`config.mk`:
```
export PLATFORM = sky130hd
export DESIGN_NAME = gate_rr_scheduler
export DESIGN_NICKNAME = d
export VERILOG_FILES = /design/src/rtl/gate_sched_pkg.sv /design/src/rtl/gate_rr_scheduler_gate_unit.sv /design/src/rtl/gate_rr_scheduler.sv
export SDC_FILE = /design/constraint.sdc
export NUM_CORES = 1
export LEC_CHECK = 0
export ABC_CLOCK_PERIOD_IN_PS = 3200
export CAP_MARGIN = 20
export CORE_ASPECT_RATIO = 0.5
export CORE_UTILIZATION = 47
export DETAILED_ROUTE_END_ITERATION = 6
export HOLD_SLACK_MARGIN = 0.1
export PLACE_DENSITY = 0.86
export SYNTH_ARGS = -nofsm -noshare
export SYNTH_HDL_FRONTEND = slang
export SYNTH_SLANG_ARGS = --single-unit
```
`constraint.sdc`:
```
create_clock -name clk -period 3.2 [get_ports clk]
set_input_delay 0.64 -clock clk [delete_from_list [all_inputs] [get_ports clk]]
set_output_delay 0.64 -clock clk [all_outputs]
set_load 0.02 [all_outputs]
```
`src/rtl/gate_sched_pkg.sv`:
```
// Shared definitions for the round-robin gate scheduler: opcodes and FSM states.
package gate_sched_pkg;

  localparam logic [1:0] OP_AND  = 2'b00;
  localparam logic [1:0] OP_OR   = 2'b01;
  localparam logic [1:0] OP_XOR  = 2'b10;
  localparam logic [1:0] OP_NAND = 2'b11;

  typedef enum logic [1:0] {
    S_IDLE = 2'd0,
    S_EXEC = 2'd1,
    S_RESP = 2'd2
  } state_e;

endpackage

```
`src/rtl/gate_rr_scheduler_gate_unit.sv`:
```
// Registered bitwise logic unit; result updates only when enabled.
module gate_unit
  import gate_sched_pkg::*;
#(
  parameter int unsigned WIDTH = 8
) (
  input  logic             clk,
  input  logic             rst_n,
  input  logic             en,
  input  logic [1:0]       op,
  input  logic [WIDTH-1:0] a,
  input  logic [WIDTH-1:0] b,
  output logic [WIDTH-1:0] y
);

  logic [WIDTH-1:0] y_c;

  always_comb begin
    y_c = a & b;
    case (op)
      OP_AND:  y_c = a & b;
      OP_OR:   y_c = a | b;
      OP_XOR:  y_c = a ^ b;
      OP_NAND: y_c = ~(a & b);
    endcase
  end

  always_ff @(posedge clk or negedge rst_n) begin
    if (!rst_n) begin
      y <= '0;
    end else if (en) begin
      y <= y_c;
    end
  end

endmodule

```
`src/rtl/gate_rr_scheduler.sv`:
```
// Round-robin scheduler sharing one registered gate unit among NUM_REQ requesters.
module gate_rr_scheduler
  import gate_sched_pkg::*;
#(
  parameter  int unsigned NUM_REQ = 4,
  parameter  int unsigned WIDTH   = 8,
  localparam int unsigned IDW     = $clog2(NUM_REQ)
) (
  input  logic                     clk,
  input  logic                     rst_n,
  input  logic [NUM_REQ-1:0]       req_valid,
  output logic [NUM_REQ-1:0]       req_ready,
  input  logic [NUM_REQ*WIDTH-1:0] req_a,
  input  logic [NUM_REQ*WIDTH-1:0] req_b,
  input  logic [NUM_REQ*2-1:0]     req_op,
  output logic                     rsp_valid,
  input  logic                     rsp_ready,
  output logic [WIDTH-1:0]         rsp_data,
  output logic [IDW-1:0]           rsp_id,
  output logic                     busy
);

  // Returns {found, index} of the first valid requester at or after base, wrapping.
  function automatic logic [IDW:0] rr_pick(input logic [NUM_REQ-1:0] valid,
                                           input logic [IDW-1:0]     base);
    logic [IDW:0]   res;
    logic [IDW-1:0] idx;
    logic           found;
    res   = '0;
    found = 1'b0;
    for (int unsigned k = 0; k < NUM_REQ; k++) begin
      idx = IDW'((32'(base) + k) % NUM_REQ);
      if (!found && valid[idx]) begin
        found = 1'b1;
        res   = {1'b1, idx};
      end
    end
    return res;
  endfunction

  state_e             state_q, state_d;
  logic [IDW-1:0]     ptr_q;
  logic [IDW-1:0]     winner;
  logic [IDW-1:0]     ptr_inc;
  logic               any_valid;
  logic               hs;
  logic               unit_en;
  logic [NUM_REQ-1:0] grant_c;
  logic [WIDTH-1:0]   a_q, b_q;
  logic [1:0]         op_q;

  always_comb begin
    {any_valid, winner} = rr_pick(req_valid, ptr_q);
    ptr_inc = IDW'((32'(winner) + 32'd1) % NUM_REQ);
  end

  always_comb begin
    state_d = state_q;
    grant_c = '0;
    hs      = 1'b0;
    unit_en = 1'b0;
    case (state_q)
      S_IDLE: begin
        if (any_valid) begin
          grant_c[winner] = 1'b1;
          hs              = 1'b1;
          state_d         = S_EXEC;
        end
      end
      S_EXEC: begin
        unit_en = 1'b1;
        state_d = S_RESP;
      end
      S_RESP: begin
        if (rsp_ready) state_d = S_IDLE;
      end
      default: state_d = S_IDLE;
    endcase
  end

  // Grants are suppressed while reset is held so nothing is accepted before release.
  assign req_ready = grant_c & {NUM_REQ{rst_n}};

  always_ff @(posedge clk or negedge rst_n) begin
    if (!rst_n) begin
      state_q   <= S_IDLE;
      ptr_q     <= '0;
      rsp_valid <= 1'b0;
      busy      <= 1'b0;
      rsp_id    <= '0;
      a_q       <= '0;
      b_q       <= '0;
      op_q      <= '0;
    end else begin
      state_q   <= state_d;
      rsp_valid <= (state_d == S_RESP);
      busy      <= (state_d != S_IDLE);
      if (hs) begin
        ptr_q  <= ptr_inc;
        rsp_id <= winner;
        a_q    <= req_a[32'(winner)*WIDTH +: WIDTH];
        b_q    <= req_b[32'(winner)*WIDTH +: WIDTH];
        op_q   <= req_op[32'(winner)*2 +: 2];
      end
    end
  end

  gate_unit #(.WIDTH(WIDTH)) u_gate (
    .clk   (clk),
    .rst_n (rst_n),
    .en    (unit_en),
    .op    (op_q),
    .a     (a_q),
    .b     (b_q),
    .y     (rsp_data)
  );

endmodule
```
==> After elaboration in Yosys (flattened, before gate mapping) <==
Index checks and enable logic that the tools add are counted.
Widths: inputs -> output; s select.
{ "op_classes": {"n_addsub": 4, "order_cmp": 6, "eq_ne": 6, "shifts": 3, "mux": 26, "bitwise_logic": 5, "n_reduce_logical": 10} }
{ "op_table": {"columns": ["op", "n"], "rows": [
  ["$shiftx 32x6->8", 2],
  ["$pmux 8 s4", 1],
  ["$lt 2x3->1 const B", 5],
  ["$mux 3", 4],
  ["$mux 1", 11],
  ["$and 8x8->8", 1],
  ["$bmux 1 s2", 4],
  ["$eq 2x2->1 const B", 4],
  ["$mux 4", 2],
  ["$not 8->8", 1],
  ["$or 8x8->8", 1],
  ["$shiftx 8x4->2", 1],
  ["$xor 8x8->8", 1],
  ["$pmux 2 s3", 1],
  ["$add 2x1->2 const B", 2],
  ["$add 2x2->2 const B", 2],
  ["$and 4x4->4", 1],
  ["$eq 2x1->1 const B", 2],
  ["$logic_and 1x1->1", 4],
  ["$logic_not 2->1", 2],
  ["$mux 2", 2],
  ["$logic_not 1->1", 3],
  ["$demux 1 s2", 1],
  ["$ge 2x1->1 const B", 1],
  ["$reduce_bool 2->1", 1]
]} }
{ "totals": {"ff_bits": 34, "out_inout_bits": 16, "elab_cells": 69} }

==> Longest topological paths before layout <==
Gate-level depths: netlist of run 1.
{ "depth": {"word_depth": 19, "mapped_depth": 7, "ltp_nobuf": 6} }

==> Hierarchy <==
From an unflattened synthesis of run 1, not the netlist that was laid out.
{ "hier_totals": {"hier_cells": 240, "hier_area_um2": 2408.6} }
{ "modules_own_cells": {"columns": ["mod", "n_inst", "cells_per_inst", "area_per_inst_um2", "seq_area_each_um2"], "rows": [
  ["gate_rr_scheduler", 1, 144, 1560.2, 650.6],
  ["gate_unit", 1, 96, 848.3, 200.2]
]} }

==> Least setup slack after synthesis of run 1 <==
OpenSTA, ideal clock, no wires.
{ "synth_timing": {"path_kind": "in2out", "startpoint": "in req_valid[2]", "endpoint": "out req_ready[1]", "arrival_time_ps": 1953, "slack_ps": 607, "stages": 6, "n_path_buf": 2, "cell_sequence": "nor2b_4 -> a21o_1 -> a211o_1 -> buf_6 -> buf_6 -> nor3_1"} }
{ "synth_via": {"elab_chain_len": 19, "elab_cells_between_ends": 29, "cone_classes": "order compare: 2; mux: 19; bitwise: 1; reduce/logical: 7"} }
{ "synth_rtl": {"columns": ["item", "line_no", "text"], "rows": [
  ["start: declaration", "gate_rr_scheduler.sv:11", "input logic [NUM_REQ-1:0] req_valid,"],
  ["$bmux 1 s2", "gate_rr_scheduler.sv:33", "if (!found && valid[idx]) begin"],
  ["$mux 1 (implied by the code)", "gate_rr_scheduler.sv:33", null],
  ["$mux 1", "gate_rr_scheduler.sv:33", null],
  ["$logic_not 1->1", "gate_rr_scheduler.sv:33", null],
  ["$logic_and 1x1->1", "gate_rr_scheduler.sv:33", null],
  ["$mux 1", "gate_rr_scheduler.sv:33", null],
  ["$logic_not 1->1", "gate_rr_scheduler.sv:33", null],
  ["$logic_and 1x1->1", "gate_rr_scheduler.sv:33", null],
  ["[... 3 more ...]", null, null],
  ["$mux 3 (*)", "gate_rr_scheduler.sv:33", null],
  ["$lt 2x3->1 (implied by the code) / $ge 2x1->1 (equally long branches)", "gate_rr_scheduler.sv:65", "grant_c[winner] = 1'b1;"],
  ["$logic_and 1x1->1 (implied by the code)", "gate_rr_scheduler.sv:65", null],
  ["$mux 1 (implied by the code)", "gate_rr_scheduler.sv:65", null],
  ["$demux 1 s2", "gate_rr_scheduler.sv:65", null],
  ["$mux 4 (*)", "gate_rr_scheduler.sv:64", "if (any_valid) begin"],
  ["$mux 4 (*)", "gate_rr_scheduler.sv:62", "case (state_q)"],
  ["$and 4x4->4 (*)", "gate_rr_scheduler.sv:82", "assign req_ready = grant_c & {NUM_REQ{rst_n}};"],
  ["end: declaration", "gate_rr_scheduler.sv:12", "output logic [NUM_REQ-1:0] req_ready,"]
]} }
Mark *: on every way between the ends. The rest lies on a longest branch, timed or not. The select of a mux whose other input is x is not followed.

==> Final worst setup path of run 1 <==
{ "layout_timing": {"startpoint": "in req_valid[3]", "endpoint": "out req_ready[1]"} }
The elaborated chain is that of the path after synthesis.

==> results.sh, run 1 <==
export IMPL_run_status="finished clean"
export IMPL_p_leak_nw=1.64
export IMPL_netlist_instances=239
export IMPL_place_area_um2=3310
export IMPL_estimated_wirelength_of_the_detail_placed_design_um=4540
export IMPL_drc=0
export IMPL_rr_endpoint="u_gate.y[5]"
export IMPL_cts_buffer_count=5
export IMPL_end_kind="output pin"
export IMPL_synth_ff_latch_count=34
export IMPL_detailroute_via_count=2119
export IMPL_fp_dieW_um=102
export IMPL_routed_wire_length_on_met3_um=314
export IMPL_netlist_area_um2=2340
export IMPL_yosysWarningCount=0
export IMPL_finish_cell_count_without_fillers=399
export IMPL_worst_slew_pin_transition_ps=671
export IMPL_grt_use_total=0.238
export IMPL_first_pass_iters=4
export IMPL_row_count=17
export IMPL_timing_critical_path_to="req_ready[1]"
export IMPL_synth_yosys_seq_area_share=0.364
export IMPL_worst_skew_pair_late_latency_ps=290
export IMPL_ios=95
export IMPL_async_s_r_ff_share_synth=1.00
export IMPL_post_synth_top_count_cell="sky130_fd_sc_hd__nand2_1"
export IMPL_fp_dieH_um=51.9
export IMPL_rsz0062_at_grt="no"
export IMPL_report_final_hold_viol_count=0
export IMPL_avgSynthCellArea_um2=9.78
export IMPL_place_congestion=0.806
export IMPL_num_nets_final=427
export IMPL_placed_cells_incl_taps=391
export IMPL_synthTopCellsByCount="40 x sky130_fd_sc_hd__nand2_1, 36 x sky130_fd_sc_hd__mux2i_1, 34 x sky130_fd_sc_hd__dfrtp_1"
export IMPL_critical_path_top_delay_family="buffers and inverters"
export IMPL_tritoncts="yes"
export IMPL_dp_worst_setup_slack_ps=-55.8
export IMPL_drt_first_iter_violations=62
export IMPL_setup_total_negative_slack_ps=0
export IMPL_relSlewSlack=0.552
export IMPL_worst_r2r_path_depth=3
export IMPL_synth_edf_count=0
export IMPL_grt_pass1_vias=2067
export IMPL_m1WireLength_um=2440
export IMPL_cp_data_required_time_ps=2560
export IMPL_hp_class="in2async"
export IMPL_start_kind="input port"
export IMPL_globalRouteOverflowTotal=0
export IMPL_syn_nets=334
export IMPL_fin_worst_skew_ps=3.13
export IMPL_cts_setup_buffers=0
export IMPL_grt_start_max_net_pins=25
export IMPL_highest_signal_layer="met4"
export IMPL_maximum_fanout_along_the_worst_path=5
export IMPL_max_cap_violations=0
export IMPL_finalCritPeriodShare=0.926
export IMPL_clock_tree_htree_level_count=2
export IMPL_totalWireLength_um=5840
export IMPL_numClockSinks=34
export IMPL_worst_path_max_delay_cell="sky130_fd_sc_hd__clkdlybuf4s50_1"
export IMPL_final_design_area_no_fill_um2=3420
export IMPL_slew_violations=0
export IMPL_wl_per_cell_um=14.6
export IMPL_clockBufferDepth=2
export IMPL_synth_top_area_share=0.364
export IMPL_grt_antenna_before_repair=0
export IMPL_max_vdd_ir_drop_mv=0.374
export IMPL_critical_path_arrival_ps=2320
export IMPL_synth_area_leader_cell="sky130_fd_sc_hd__dfrtp_1"
export IMPL_crit_chain="clkdlybuf4s50_1, inv_2, a21o_1, a211o_2, nor3_1, dlygate4sd2_1"
export IMPL_critical_path_cell_count=6
export IMPL_ys_top_cells_by_area="sky130_fd_sc_hd__dfrtp_1 36%, sky130_fd_sc_hd__mux2i_1 15%, sky130_fd_sc_hd__ha_1 8.6%"
export IMPL_detail_route_met2_wl_um=3000
export IMPL_route_detailed_vias_per_inst=5.31
export IMPL_fp_dieArea_um2=5280
export IMPL_synthFlopType="sky130_fd_sc_hd__dfrtp_1"
export IMPL_biggest_cell_delay_along_the_critical_path_ps=540
export IMPL_place_port_buffers=94
export IMPL_setup_violations=0
export IMPL_post_route_util=0.748
export IMPL_timing_critical_path_buf_inv=3
export IMPL_fmax_ghz=0.337
export IMPL_cts_root_buffer_cell="sky130_fd_sc_hd__clkbuf_8"
export IMPL_share_of_cells_above_drive_strength_1=0.117
export IMPL_finalWorstSetupSlack_ps=236
export IMPL_power_density_nw_per_um2=839
export IMPL_post_detailed_route_count_of_antenna_violating_nets=0
export IMPL_path_clk_slew_ps=70
export IMPL_wire_length_of_the_first_global_routing_pass_um=9400
export IMPL_finalWorstPathRequiredPeriod_ps=2960
export IMPL_fp_coreArea_um2=4570
export IMPL_initial_standard_cell_utilization_of_the_core=0.511
export IMPL_yosys_cell_types_count=26
export IMPL_insertedDiodeCount=0
export IMPL_setup_worst_path_start="req_valid[3]"
export IMPL_criticalPathCategory="in2out"
export IMPL_setup_reg_to_reg_worst_slack_ps=1360
export IMPL_r2r_start="op_q[1]"
export IMPL_syn_to_final_growth_pct=46.4
## state kept, by name, summed over array words and instances (netlist names)
register   cells
a_q            8
b_q            8
u_gate.y       8
op_q           2
ptr_q          2
rsp_id         2
state_q        2
busy           1
rsp_valid      1
## where the power goes
part	switching, mW	internal [mW]
clock	0.160	0.229
sequential	0.210	0.649
combinational	0.827	0.795
total	1.20	1.67
## how the worst min path moves through the flow
stage	from	end	slack, ps	cells past startpoint
finish	rst_n	state_q[0]	220	1
global route	rst_n	state_q[0]	230	1
CTS	rst_n	state_q[0]	230	1
detailed placement	rsp_id[1]	rsp_id[1]	460	2
global placement	rsp_id[0]	rsp_id[0]	460	1
floorplan	rst_n	a_q[0]	340	0
## worst reg2reg max path: cells and delay by family (launching register included)
kind           cells  cell delay (ps)
multiplexers       1              410
AO/OA/AOI/OAI      2              510
flip-flops         1              780
## routing by layer
layer | vias up | track usage
li1 | 1025 | -
met1 | 1016 | 0.291
met2 | 67 | 0.430
met3 | 11 | 0.0497
met4 | 0 | 0.0676
met5 | - | 0
## cell type report
type / instances / area (µm²)
multi-input combinational: 171 / 1320
fill: 325 / 1150
timing repair buffer: 101 / 991
sequential: 34 / 851
tap: 66 / 82.6
inverter: 19 / 71.3
clock buffer: 5 / 68.8
clock inverter: 3 / 40.0
## per-stage QoR
stage,hold WS (ps),power (mW)
2_1_floorplan,344,1.96
3_3_place_gp,462,2.38
3_5_place_dp,463,2.48
4_1_cts,228,2.88
5_1_grt,234,3.10
6_report,221,2.87
## repair_timing
action | CTS | global route
endpoints found under the setup margin | 2 | 2
gates resized for setup | 2 | 2
hold buffers | 0 | 0
## cell families after synthesis
family                   after synthesis  share of synthesized area
flip-flops                            34                      0.364
buffers and inverters                 34                     0.0728
AND/OR/NAND/NOR                       57                      0.103
adder cells (fa/ha/maj)               16                     0.0857
AO/OA/AOI/OAI                         45                      0.139
XOR/XNOR                               1                    0.00375
multiplexers                          52                      0.231
## layout by cell type, fill, tap and decap left out, drive strengths merged
master / instances
bufinv: 1
nand2: 42
dlymetal6s2s: 2
nor2b: 1
clkdlybuf4s50: 89
a21o: 2
o32a: 1
o32ai: 1
a22o: 1
buf: 8
ha: 16
xnor2: 1
o221ai: 18
o21ai: 16
inv: 19
nand2b: 3
a211o: 2
clkinv: 2
a21oi: 4
mux2: 16
nor3: 2
dlygate4sd2: 2
clkbuf: 5
dfrtp: 34
nor2: 7
mux2i: 36
nand3: 2
Power figures use the tool's default switching activity.
==> run 2: changes to the inputs <==
- SYNTH_HIERARCHICAL: unset -> 1
==> run 2 against run 1 <==
Compared with the run above: critical path depth unchanged; setup slack gained 10 ps; maximum frequency is 0.34% higher; area after synthesis grew 3.1%; clock power shrank 15%; highest routed layer unchanged; largest power group unchanged; total power fell by 3.2%; flip-flop and latch count stayed put; combinational power shrank 4%; first-iteration DRC count rose by 44%; via count grew 1.9%; sequential power rose by 3.4%; critical path type unchanged.
==> results.sh, run 2 <==
export IMPL_run_status="finished clean"
export IMPL_place_port_buffers=94
export IMPL_grt_start_max_net_pins=35
export IMPL_first_pass_iters=4
export IMPL_criticalPathCategory="in2out"
export IMPL_detailroute_via_count=2159
export IMPL_synthTopCellsByCount="36 x sky130_fd_sc_hd__mux2i_1, 36 x sky130_fd_sc_hd__nand2_1, 34 x sky130_fd_sc_hd__dfrtp_1"
export IMPL_cts_setup_buffers=0
export IMPL_clockBufferDepth=2
export IMPL_grt_use_total=0.260
export IMPL_cp_data_required_time_ps=2560
export IMPL_most_frequent_cells_in_the_layout="90 x sky130_fd_sc_hd__clkdlybuf4s50_1, 36 x sky130_fd_sc_hd__nand2_1, 36 x sky130_fd_sc_hd__mux2i_1, 34 x sky130_fd_sc_hd__dfrtp_1"
export IMPL_fp_dieH_um=52.6
export IMPL_avgSynthCellArea_um2=10.0
export IMPL_grt_pass1_vias=2177
export IMPL_p_sw_mw=1.20
export IMPL_dominant_combinational_cell_family_by_area_after_synthesis="compound AO/OA/AOI/OAI gates"
export IMPL_slew_violations=0
export IMPL_n_fill_cell=341
export IMPL_totalWireLength_um=6270
export IMPL_worst_path_max_delay_cell="sky130_fd_sc_hd__clkdlybuf4s50_1"
export IMPL_synth_edf_count=0
export IMPL_numClockSinks=34
export IMPL_ios=95
export IMPL_drt_first_iter_violations=89
export IMPL_report_final_hold_viol_count=0
export IMPL_place_area_um2=3360
export IMPL_synth_top_area_share=0.353
export IMPL_estimated_wirelength_of_the_detail_placed_design_um=4890
export IMPL_worst_slew_pin_transition_ps=1010
export IMPL_netlist_area_um2=2410
export IMPL_power_report_internal_total_mw=1.58
export IMPL_finalWorstPathRequiredPeriod_ps=2950
export IMPL_power_density_nw_per_um2=804
export IMPL_p_leak_nw=1.61
export IMPL_yosys_cell_types_count=33
export IMPL_compound_gate_portion_of_the_synthesized_area=0.169
export IMPL_row_count=17
export IMPL_rr_endpoint="u_gate/y[6]"
export IMPL_netlist_instances=240
export IMPL_critical_path_arrival_ps=2310
export IMPL_synth_ff_latch_count=34
export IMPL_critical_path_top_delay_family="buffers and inverters"
export IMPL_relSlewSlack=0.324
export IMPL_muxShareOfSynthArea=0.150
export IMPL_synth_area_leader_cell="sky130_fd_sc_hd__dfrtp_1"
export IMPL_grt_antenna_before_repair=0
export IMPL_wl_per_cell_um=15.5
export IMPL_fmax_ghz=0.339
export IMPL_initial_standard_cell_utilization_of_the_core=0.517
export IMPL_setup_reg_to_reg_worst_slack_ps=1240
export IMPL_biggest_cell_delay_along_the_critical_path_ps=450
export IMPL_r2r_start="state_q[1]"
export IMPL_synth_yosys_seq_area_share=0.353
export IMPL_globalRouteOverflowTotal=0
export IMPL_drc=0
export IMPL_share_of_cells_above_drive_strength_1=0.112
export IMPL_ys_top_cells_by_area="sky130_fd_sc_hd__dfrtp_1 35%, sky130_fd_sc_hd__mux2i_1 15%, sky130_fd_sc_hd__ha_1 8.3%"
export IMPL_crit_chain="clkdlybuf4s50_1, nor2b_4, a21o_1, a211o_2, nor3_1, dlygate4sd2_1"
export IMPL_min_from="u_gate/y[4]"
export IMPL_synth_simple_area_share=0.152
export IMPL_post_detailed_route_count_of_antenna_violating_nets=0
export IMPL_maximum_fanout_along_the_worst_path=6
export IMPL_syn_nets=335
export IMPL_tritoncts="yes"
export IMPL_insertedDiodeCount=0
export IMPL_finalCritPeriodShare=0.923
export IMPL_max_vdd_ir_drop_mv=0.558
export IMPL_synth_xor_xnor_area_share=0.00364
export IMPL_worst_skew_pair_late_latency_ps=290
export IMPL_design_power_total_mw=2.78
export IMPL_synthFlopType="sky130_fd_sc_hd__dfrtp_1"
export IMPL_finish_cell_count_without_fillers=404
export IMPL_p_sw_frac=0.431
export IMPL_placed_cells_incl_taps=396
export IMPL_post_synth_fa_ha_maj_area_fraction=0.0831
export IMPL_fin_worst_skew_ps=3.89
export IMPL_fp_dieW_um=103
export IMPL_comb_power_share=0.562
export IMPL_power_share_clock=0.118
export IMPL_timing_critical_path_buf_inv=2
export IMPL_min_to="u_gate/y[4]"
export IMPL_yosysWarningCount=6
export IMPL_largest_registers="a_q (8), b_q (8), u_gate/y (8)"
export IMPL_wire_length_of_the_first_global_routing_pass_um=10300
export IMPL_setup_violations=0
export IMPL_worst_r2r_path_depth=4
export IMPL_fp_coreArea_um2=4660
export IMPL_place_congestion=0.774
export IMPL_end_kind="output pin"
export IMPL_cts_buffer_count=5
export IMPL_syn_to_final_growth_pct=43.4
export IMPL_hold_path_depth=2
export IMPL_final_common_cell="sky130_fd_sc_hd__clkdlybuf4s50_1"
export IMPL_start_kind="input port"
export IMPL_clock_tree_htree_level_count=2
export IMPL_reg_power_frac=0.320
export IMPL_path_clk_slew_ps=60
export IMPL_cts_root_buffer_cell="sky130_fd_sc_hd__clkbuf_8"
export IMPL_hp_class="reg2reg"
export IMPL_rsz0062_at_grt="no"
export IMPL_fp_dieArea_um2=5430
export IMPL_num_nets_final=432
export IMPL_async_s_r_ff_share_synth=1.00
export IMPL_route_detailed_vias_per_inst=5.34
export IMPL_final_design_area_no_fill_um2=3450
export IMPL_max_cap_violations=0
==> run 2: worst max path at each step <==
stage                  from            to  depth (start not counted)  slack (ps)
2_1_floorplan  req_valid[2]  req_ready[1]                          6         600
4_1_cts        req_valid[0]  req_ready[2]                          7          10
6_report       req_valid[2]  req_ready[3]                          6         250
5_1_grt        req_valid[0]  req_ready[0]                          7         160
3_5_place_dp   req_valid[2]  req_ready[3]                          6         -40
3_3_place_gp   req_valid[2]  req_ready[1]                          6           3
==> run 2: per-stage QoR <==
step | worst slack [ps] | TNS (ps) | utilization | hold slack [ps]
after floorplan | 597 | 0 | - | 344
after global placement | 3.39 | 0 | 0.722 | 462
after detailed placement | -43.5 | -78.8 | 0.722 | 486
after CTS | 12.0 | 0 | 0.741 | 505
after global routing | 157 | 0 | 0.741 | 529
final | 246 | 0 | 0.741 | 495
==> run 2: cell type report <==
cell class	count	area, µm²	share of cell area
multi-input combinational	173	1340	0.389
timing repair buffer	104	1010	0.294
sequential	34	851	0.246
clock buffer	7	86.3	0.0250
tap	66	82.6	0.0239
inverter	19	71.3	0.0207
clock inverter	1	5.00	0.00145
==> run 2: power by group through the flow <==
stage,registers [mW],logic [mW],clock network [mW]
final,0.888,1.56,0.329
after CTS,0.887,1.56,0.338
after global placement,0.879,1.49,0
after floorplan,0.880,1.12,0
after global routing,0.922,1.73,0.364
after detailed placement,0.891,1.55,0
==> run 2: cell families (layout without fill, tap and decap cells) <==
kind of cell / after synthesis / in the layout
AND/OR/NAND/NOR: 73 / 73
AO/OA/AOI/OAI: 47 / 47
multiplexers: 36 / 36
flip-flops: 34 / 34
buffers and inverters: 33 / 131
adder cells (fa/ha/maj): 16 / 16
XOR/XNOR: 1 / 1
==> run 2: repair_timing <==
action,in CTS,in global routing
setup endpoints to repair,3,1
resized for setup,3,1
hold buffers,0,0
pin swaps,0,0
==> run 2: tightest hold or removal path, stage by stage, from the launching register on <==
cell and delay [ps]:
sky130_fd_sc_hd__dfrtp_1 360, sky130_fd_sc_hd__nand2b_2 50, sky130_fd_sc_hd__nand3_1 50
==> run 2: per-layer routing <==
metal	routed length, µm	vias up	global-route usage
li1	-	1049	-
met1	2780	1054	0.336
met2	3220	48	0.454
met3	206	8	0.0413
met4	66	0	0.0751
met5	0	-	0
